`src/rtl/in_byte_pkg.sv`:
```
// Shared constants and decode helper for the in_byte_port bus responder.
package in_byte_pkg;

    localparam logic [31:0] DEFAULT_DATA_ADDR   = 32'h1000_0004;
    localparam logic [31:0] DEFAULT_STATUS_ADDR = 32'h1000_0008;

    // Status register bit positions
    localparam int ST_NEMPTY    = 0;
    localparam int ST_FULL      = 1;
    localparam int ST_COUNT_LSB = 8;

    // Returned by a DATA read on an empty FIFO; distinguishable from any byte
    localparam logic [31:0] EMPTY_READ_VALUE = 32'hFFFF_FFFF;

    typedef enum logic [1:0] {
        REG_NONE   = 2'd0,
        REG_DATA   = 2'd1,
        REG_STATUS = 2'd2
    } reg_sel_e;

    // Exact word-address match; anything else (including misaligned) is not ours
    function automatic reg_sel_e decode_addr(input logic [31:0] addr,
                                             input logic [31:0] data_addr,
                                             input logic [31:0] status_addr);
        if (addr == data_addr)
            return REG_DATA;
        else if (addr == status_addr)
            return REG_STATUS;
        else
            return REG_NONE;
    endfunction

endpackage

```
`src/rtl/byte_fifo.sv`:
```
// Byte-wide FIFO with synchronous flush; push/pop are ignored when full/empty.
module byte_fifo #(
    parameter int DEPTH = 8
) (
    input  logic                     clk,
    input  logic                     rst_n,
    input  logic                     push,
    input  logic                     pop,
    input  logic                     flush,
    input  logic [7:0]               din,
    output logic [7:0]               dout,
    output logic [$clog2(DEPTH):0]   count,
    output logic                     full,
    output logic                     empty
);

    localparam int AW = $clog2(DEPTH);
    localparam int CW = AW + 1;

    logic [7:0]    r_mem [DEPTH];
    logic [AW-1:0] r_wr_ptr;
    logic [AW-1:0] r_rd_ptr;
    logic [CW-1:0] r_count;
    logic          w_push;
    logic          w_pop;

    // Flush wins over everything, so a byte arriving on a flush edge is dropped
    assign w_push = push && !full  && !flush;
    assign w_pop  = pop  && !empty && !flush;

    assign full  = (r_count == CW'(DEPTH));
    assign empty = (r_count == '0);
    assign count = r_count;
    assign dout  = r_mem[r_rd_ptr];

    // Pointer and occupancy tracking; pointers wrap naturally at DEPTH (power of two)
    always_ff @(posedge clk or negedge rst_n) begin
        if (!rst_n) begin
            r_wr_ptr <= '0;
            r_rd_ptr <= '0;
            r_count  <= '0;
        end else if (flush) begin
            r_wr_ptr <= '0;
            r_rd_ptr <= '0;
            r_count  <= '0;
        end else begin
            if (w_push) r_wr_ptr <= r_wr_ptr + 1'b1;
            if (w_pop)  r_rd_ptr <= r_rd_ptr + 1'b1;
            case ({w_push, w_pop})
                2'b10:   r_count <= r_count + 1'b1;
                2'b01:   r_count <= r_count - 1'b1;
                default: r_count <= r_count;
            endcase
        end
    end

    // Storage has no reset; contents are meaningless once the pointers are cleared
    always_ff @(posedge clk) begin
        if (w_push) r_mem[r_wr_ptr] <= din;
    end

endmodule

```
`src/rtl/in_byte_port.sv`:
```
// picorv32 native-bus responder: CPU polls STATUS and pops bytes from DATA.
module in_byte_port
    import in_byte_pkg::*;
#(
    parameter int          DEPTH       = 8,
    parameter logic [31:0] DATA_ADDR   = DEFAULT_DATA_ADDR,
    parameter logic [31:0] STATUS_ADDR = DEFAULT_STATUS_ADDR
) (
    input  logic        clk,
    input  logic        resetn,
    input  logic        mem_valid,
    input  logic [31:0] mem_addr,
    input  logic [31:0] mem_wdata,
    input  logic [3:0]  mem_wstrb,
    output logic        mem_ready,
    output logic [31:0] mem_rdata,
    output logic        hit,
    input  logic [7:0]  in_byte,
    input  logic        in_byte_valid,
    output logic        in_byte_ready
);

    localparam int CW = $clog2(DEPTH) + 1;

    logic          r_ready;
    logic [31:0]   r_rdata;
    reg_sel_e      w_sel;
    logic          w_req;
    logic          w_read;
    logic          w_pop;
    logic          w_flush;
    logic          w_full;
    logic          w_empty;
    logic [7:0]    w_dout;
    logic [CW-1:0] w_count;
    logic [31:0]   w_status;
    logic [31:0]   w_rdata_nxt;
    logic          w_unused_wdata;

    assign w_sel = decode_addr(mem_addr, DATA_ADDR, STATUS_ADDR);
    assign hit   = mem_valid && (w_sel != REG_NONE);

    // A request is taken only while not already acknowledging, so a held
    // mem_valid gets exactly one response per ready pulse
    assign w_req   = hit && !r_ready;
    assign w_read  = (mem_wstrb == 4'b0000);
    assign w_pop   = w_req && w_read && (w_sel == REG_DATA);
    assign w_flush = w_req && !w_read && (w_sel == REG_STATUS)
                     && mem_wstrb[0] && mem_wdata[0];

    // Only the flush bit of the write data carries meaning
    assign w_unused_wdata = ^mem_wdata[31:1];

    assign in_byte_ready = !w_full;
    assign mem_ready     = r_ready;
    assign mem_rdata     = r_rdata;

    byte_fifo #(
        .DEPTH (DEPTH)
    ) u_fifo (
        .clk   (clk),
        .rst_n (resetn),
        .push  (in_byte_valid),
        .pop   (w_pop),
        .flush (w_flush),
        .din   (in_byte),
        .dout  (w_dout),
        .count (w_count),
        .full  (w_full),
        .empty (w_empty)
    );

    // Status word built from the pre-edge FIFO state
    always_comb begin
        w_status                       = '0;
        w_status[ST_NEMPTY]            = !w_empty;
        w_status[ST_FULL]              = w_full;
        w_status[ST_COUNT_LSB +: CW]   = w_count;
    end

    // Read mux; writes return zero data
    always_comb begin
        w_rdata_nxt = '0;
        if (w_read) begin
            case (w_sel)
                REG_DATA:   w_rdata_nxt = w_empty ? EMPTY_READ_VALUE : {24'b0, w_dout};
                REG_STATUS: w_rdata_nxt = w_status;
                default:    w_rdata_nxt = '0;
            endcase
        end
    end

    // One-cycle acknowledge pulse; rdata is zero whenever ready is low so the
    // system can OR this block with memory
    always_ff @(posedge clk or negedge resetn) begin
        if (!resetn) begin
            r_ready <= 1'b0;
            r_rdata <= '0;
        end else begin
            r_ready <= w_req;
            r_rdata <= w_req ? w_rdata_nxt : '0;
        end
    end

endmodule

```
`config.mk`:
```
export PLATFORM = sky130hd
export DESIGN_NAME = in_byte_port
export DESIGN_NICKNAME = d
export VERILOG_FILES = /design/src/rtl/in_byte_pkg.sv /design/src/rtl/byte_fifo.sv /design/src/rtl/in_byte_port.sv
export SDC_FILE = /design/constraint.sdc
export NUM_CORES = 1
export LEC_CHECK = 0
export CAP_MARGIN = 10
export CORE_UTILIZATION = 51
export DETAILED_ROUTE_END_ITERATION = 12
export PLACE_DENSITY = 0.89
export SYNTH_ARGS = -nofsm -noshare
export SYNTH_HDL_FRONTEND = slang
export SYNTH_SLANG_ARGS = --single-unit
```
`constraint.sdc`:
```
create_clock -name clk -period 6.6 [get_ports clk]
set_input_delay 0.99 -clock clk [delete_from_list [all_inputs] [get_ports clk]]
set_output_delay 0.99 -clock clk [all_outputs]
set_load 0.005 [all_outputs]
```
; After elaboration in Yosys (flattened, before gate mapping)
; Memories as Yosys holds them, arrays and structs flattened.
; Cells that the tools add are included.
[word_totals]
memories = 1
ff_bits = 43
ramBits = 64
[mem_list]
columns = name, depth, word_bits, rd, rd_ports_with_merged_regs, wr, line
row1 = u_fifo.r_mem, 8, 8, 1, 0, 1, byte_fifo.sv:20  ; logic [7:0] r_mem [DEPTH];
[classes]
add_sub_neg = 4
n_eq_ne = 7
mux = 14
n_reduce_logical = 23
[ops]
columns = operator, n
row1 = $mux 32, 3
row2 = $eq 32x29->1 const B, 2
row3 = $pmux 32 s2, 1
row4 = $logic_and 1x1->1, 12
row5 = $mux 3, 4
row6 = $logic_not 4->1, 2
row7 = $pmux 4 s2, 1
row8 = $add 3x1->3 const B, 2
row9 = $reduce_bool 2->1, 3
row10 = $logic_not 1->1, 5
row11 = $add 4x1->4 const B, 1
row12 = $eq 2x1->1 const B, 2
row13 = $eq 2x2->1 const B, 2
row14 = $eq 4x4->1 const B, 1
row15 = $mux 2, 2
row16 = $mux 4, 1
row17 = $sub 4x1->4 const B, 1
row18 = $reduce_bool 3->1, 1
row19 = $mux 1, 2

; Logic depth before layout (Yosys ltp)
[depth]
word_depth = 15
mapped_depth = 11
depth_no_buf = 10

; Modules after synthesis
; A second synthesis with hierarchy kept.
[hier_totals]
cells_unflattened = 260
area_unflattened_um2 = 4032.6
[by_module_without_submodules]
columns = module, area_each_um2, n_inst, cells_each
row1 = byte_fifo, 3118.0, 1, 170
row2 = in_byte_port, 914.6, 1, 90

; Worst setup path before layout
; Ideal clock, no wire load.
[synth_path]
path_kind = input port to flip-flop
start = input mem_addr[0]
end = register u_fifo.r_count[3], in the netlist u_fifo.count[3]
cell_stages = 11
required_time_ns = 6.518
slack_ns = 2.864
t_arrival_ns = 3.654
path_cell_list = nor4_1 -> nand4_1 -> or2_1 -> buf_6 -> nor3b_1 -> ha_1 -> ha_1 -> a21o_1 -> a21oi_1 -> or4b_2 -> a31oi_1
[synth_between]
elab_chain_cells = 15
[synth_lines]
columns = element, line
row1 = "start, declared", in_byte_port.sv:12  ; input logic [31:0] mem_addr,
row2 = $eq 32x29->1, in_byte_pkg.sv:27  ; else if (addr == status_addr)
row3 = $mux 2, in_byte_pkg.sv:27
row4 = $mux 2 *, in_byte_pkg.sv:25  ; if (addr == data_addr)
row5 = $reduce_bool 2->1, in_byte_port.sv:41  ; assign hit = mem_valid && (w_sel != REG_NONE);
row6 = $logic_and 1x1->1, in_byte_port.sv:41
row7 = $logic_and 1x1->1, in_byte_port.sv:45  ; assign w_req = hit && !r_ready;
row8 = $logic_and 1x1->1 (2 in a row), in_byte_port.sv:48  ; assign w_flush = w_req && !w_read && (w_sel == REG_STATUS)
row9 = $logic_and 1x1->1 (2 in a row), in_byte_port.sv:49  ; && mem_wstrb[0] && mem_wdata[0];
row10 = $logic_not 1->1, "byte_fifo.sv:28, byte_fifo.sv:29"
row11 = $logic_and 1x1->1 (on tied branches), "byte_fifo.sv:29, byte_fifo.sv:28"
row12 = $eq 2x1->1 / $eq 2x2->1 (equally long branches), byte_fifo.sv:49  ; case ({w_push, w_pop})
row13 = $pmux 4 s2, byte_fifo.sv:49
row14 = $mux 4, byte_fifo.sv:42  ; end else if (flush) begin
row15 = "end signal, assigned", byte_fifo.sv:50  ; 2'b10: r_count <= r_count + 1'b1;
row16 = "end signal, assigned", byte_fifo.sv:51  ; 2'b01: r_count <= r_count - 1'b1;
row17 = "end signal, assigned", byte_fifo.sv:52  ; default: r_count <= r_count;
row18 = "end, declared", byte_fifo.sv:23  ; logic [CW-1:0] r_count;
; Every way passes the cells marked *; elsewhere a longest branch is shown, timed or not.
; A chain may end at the register's enable or synchronous reset.

; Final worst setup path
[layout_path]
start = input mem_addr[8]
end = output hit
[layout_between]
elab_chain_cells = 5
[layout_lines]
columns = element, line
row1 = $eq 32x29->1, in_byte_pkg.sv:27
row2 = $mux 2, in_byte_pkg.sv:27
row3 = $mux 2 *, in_byte_pkg.sv:25
row4 = $reduce_bool 2->1 *, in_byte_port.sv:41
row5 = $logic_and 1x1->1 *, in_byte_port.sv:41
row6 = "end, declared", in_byte_port.sv:17  ; output logic hit,
; Marked as above.

==> flow_summary.yaml <==
outcome:
  status: "finished clean"
die:
  core_area_um2: 7408
  die-area_um2: 8156
  fp.dieH_um: 90.31
  io_pins: 115
  fp-row-count: 31
  initial_core_util_pct: 53.69
  fp.dieW_um: 90.31
timing:
  hold_viol_final: 0
  max_slew_margin_pct: 29.01
  rsz0062_at_grt: "no"
  maxSlewViolCount: 0
  tightest_slew_ns: 1.062
  setup_viol_count_final: 0
  final.min_clock_period_ns: 4.389
  finalSetupTns_ns: 0
  skew_ns: 0.01064
  post-route-period-util_pct: 66.51
  setup_slack_ns: 2.211
  whs_ns: 0.5126
  max_freq_mhz: 227.8
cts:
  cts.sinks: 88
  cts_hold_buf: 0
  cts_tree: "yes"
  post_cts_resized: 0
  ctsLongestPathBuffers: 2
  cts.clk_slew.worst_paths_ns: 0.09
  h-tree-depth: 3
  cts_setup_buffers: 0
  numCtsBuffers: 9
  insertion_delay_ns: 0.36
  clockRootBuffer: "clkbuf_8"
global_route:
  grt_max_degree: 25
  track_usage_pct: 19.99
  grt_pass1_vias: 2483
  grt_overflow: 0
  antenna_found_initial: 0
  grt_pass1_wl_um: 12320
setup_path:
  reg2reg_to: "u_fifo.count[3]$_DFFE_PN0P_"
  cp_common_cell: "clkdlybuf4s50_1"
  cp-end-kind: "primary output"
  cp-startpoint: "mem_addr[8]"
  reg2regPathDepth: 11
  cp_top_family: "simple AND/OR/NAND/NOR gates"
  path_class: "in -> out"
  crit_path_max_incr_delay_ns: 0.54
  start_kind: "input port"
  r2r_setup_slack_ns: 3.19
  timing.rr.start: "mem_ready$_DFF_PN0_"
  crit_slowest_cell: "or2_1"
  worstPathMaxFanout: 17
  crit_chain: "clkdlybuf4s50_1 > nor4_1 > nand4_1 > or2_1 > nor3b_1 > clkdlybuf4s50_1"
  arrival_ns: 3.40
  worstPathRequired_ns: 5.61
  path_buf_inv: 2
place:
  io_buffers: 83
  place_ws_ns: 1.908
  placed_area_um2: 4760
  post-dp-hpwl_um: 5310
  place_congestion: 0.7324
  place_inst: 419
finish:
  seq_area_um2: 2522
  fillCellCount: 517
  antennaDiodeCount: 0
  fin_cells: 435
  layout_commonest_cell: "clkdlybuf4s50_1"
  area_growth_syn_to_layout_pct: 24.50
  multiInputGateArea_um2: 1196
  layout_common_cells: "clkdlybuf4s50_1 (83), edfxtp_1 (64), dfrtp_1 (24)"
  layout-drive-gt1-share_pct: 14.88
  fin_nets: 417
  final_cell_area_um2: 4952
pwr:
  clock_power_share_pct: 27.4
  p_sw_share_pct: 29.06
  vdd_ir_drop_max_uv: 172.3
  comb_power_share_pct: 17.3
  internal_power_uw: 934.8
  p_sw_uw: 382.9
  p_seq_share_pct: 55.3
  leakage_uw: 0.001710
  power_density_nw_per_um2: 266.1
logic_synthesis:
  synth_cells: 260
  yosysSeqAreaShare_pct: 63.42
  synth_cell_types: 50
  avgSynthCellArea_um2: 15.30
  synth-edff-count: 64
  synthArstFlopShare_pct: 27.27
  synthesis.area_um2: 3978
  syn_nets: 346
  yosysWarnings: 0
  synth_flop_cell: "edfxtp_1"
  ys_ff_latch: 88
routing:
  drt-total-wl_um: 7799
  wire_per_inst_um: 17.93
  antenna_left: 0
  vias: 2488
  vias_per_cell: 5.720
  drt_iter0_drc: 136
  drc: 0
  firstDrtPassIters: 4
min_path:
  holdPathStages: 1
  hold_class: "reg -> reg"
  hold_end: "mem_ready$_DFF_PN0_"
  hp-start: "mem_ready$_DFF_PN0_"
flow_run:
  cap_violations: 0
==> routing by layer <==
layer,part of all wire (%),track usage [%],up-vias
li1,-,-,1136
met1,41,25.09,1227
met2,50,33.52,118
met3,7.6,4.040,7
met4,0.95,9.274,0
met5,0,0,-
==> worst reg2reg max path, stage by stage (launching register included) <==
cell and delay, ns:
dfrtp_1 0.42, nor4bb_1 0.45, nand2_1 0.21, nor3_2 0.15, buf_4 0.24, or2_2 0.14, ha_1 0.28, ha_1 0.28
a21o_1 0.20, a21oi_1 0.18, or4b_2 0.61, a31oi_1 0.18
==> metrics by stage <==
| stage | total power, µW | util, % |
|---|---|---|
| 6_report | 1318 | 66.85 |
| 2_1_floorplan | 866.4 | - |
| 3_3_place_gp | 948.8 | 64.25 |
| 4_1_cts | 1328 | 66.85 |
| 5_1_grt | 1381 | 66.85 |
| 3_5_place_dp | 968.9 | 64.25 |
==> cell families after synthesis <==
| logic type | count (synthesis) | share of synthesized area [%] |
|---|---|---|
| compound gates | 27 | 4.813 |
| simple gates | 75 | 12.14 |
| buf+inv | 37 | 6.511 |
| mux | 22 | 9.940 |
| flops | 88 | 63.42 |
| fa+ha+maj | 6 | 2.076 |
| xor+xnor | 5 | 1.101 |
==> cells in the mapped netlist, types with 2 or more instances <==
library cell   n  share of area, %
nor2_1        11               1.0
nor4_1        12               1.9
buf_4         21               4.0
or2_1          2              0.31
nor4b_2        2              0.75
xnor2_1        3              0.66
nand4_1        3              0.47
ha_1           5               1.6
edfxtp_1      64                48
mux4_2        14               7.9
a21o_1         2              0.38
buf_6          5               1.4
a2111oi_0      4              0.88
a21oi_1        6              0.75
nand3_1        5              0.63
inv_1          5              0.47
a21oi_2        2              0.44
nor4b_1        2              0.44
xor2_1         2              0.44
nor3_1         2              0.25
nand2_1       10              0.94
nor2b_1        4              0.63
buf_1          2              0.19
mux2i_1        8               2.0
nor3b_1        2              0.38
dfrtp_1       24                15
a31oi_1        3              0.47
a211oi_1       7               1.3
buf_2          3              0.38
or4_1          4              0.75
nand2b_1       2              0.31
==> area by class of cell <==
type,instances,area share (%)
flip-flops and latches,88,50.93
multi-input cells,135,24.15
repair buffers,92,18.14
clock buffers,9,2.501
well taps,99,2.501
clock inverters,7,1.390
inverters,5,0.3790
==> how the worst max path moves through the flow <==
stage | endpoint | slack [ns] | cells past startpoint
2_1_floorplan | u_fifo.count[3]$_DFFE_PN0P_ | 2.86 | 11
3_5_place_dp | u_fifo.count[3]$_DFFE_PN0P_ | 1.91 | 11
4_1_cts | hit | 2.21 | 6
5_1_grt | hit | 1.99 | 6
3_3_place_gp | u_fifo.count[3]$_DFFE_PN0P_ | 2.07 | 11
6_report | hit | 2.21 | 6
==> power by group through the flow <==
stage          clock network (µW)  logic (µW)  registers, µW
2_1_floorplan                   0         142            724
3_3_place_gp                    0         217            732
3_5_place_dp                    0         229            740
4_1_cts                       370         230            728
5_1_grt                       393         251            737
6_report                      361         227            729
==> registers in the layout (all words and copies together) (netlist names) <==
name             count
u_fifo.r_wr_ptr      3
mem_rdata           13
mem_ready            1
u_fifo.r_rd_ptr      3
u_fifo.count         4
u_fifo.r_mem        64
Power figures use the tool's default switching activity.
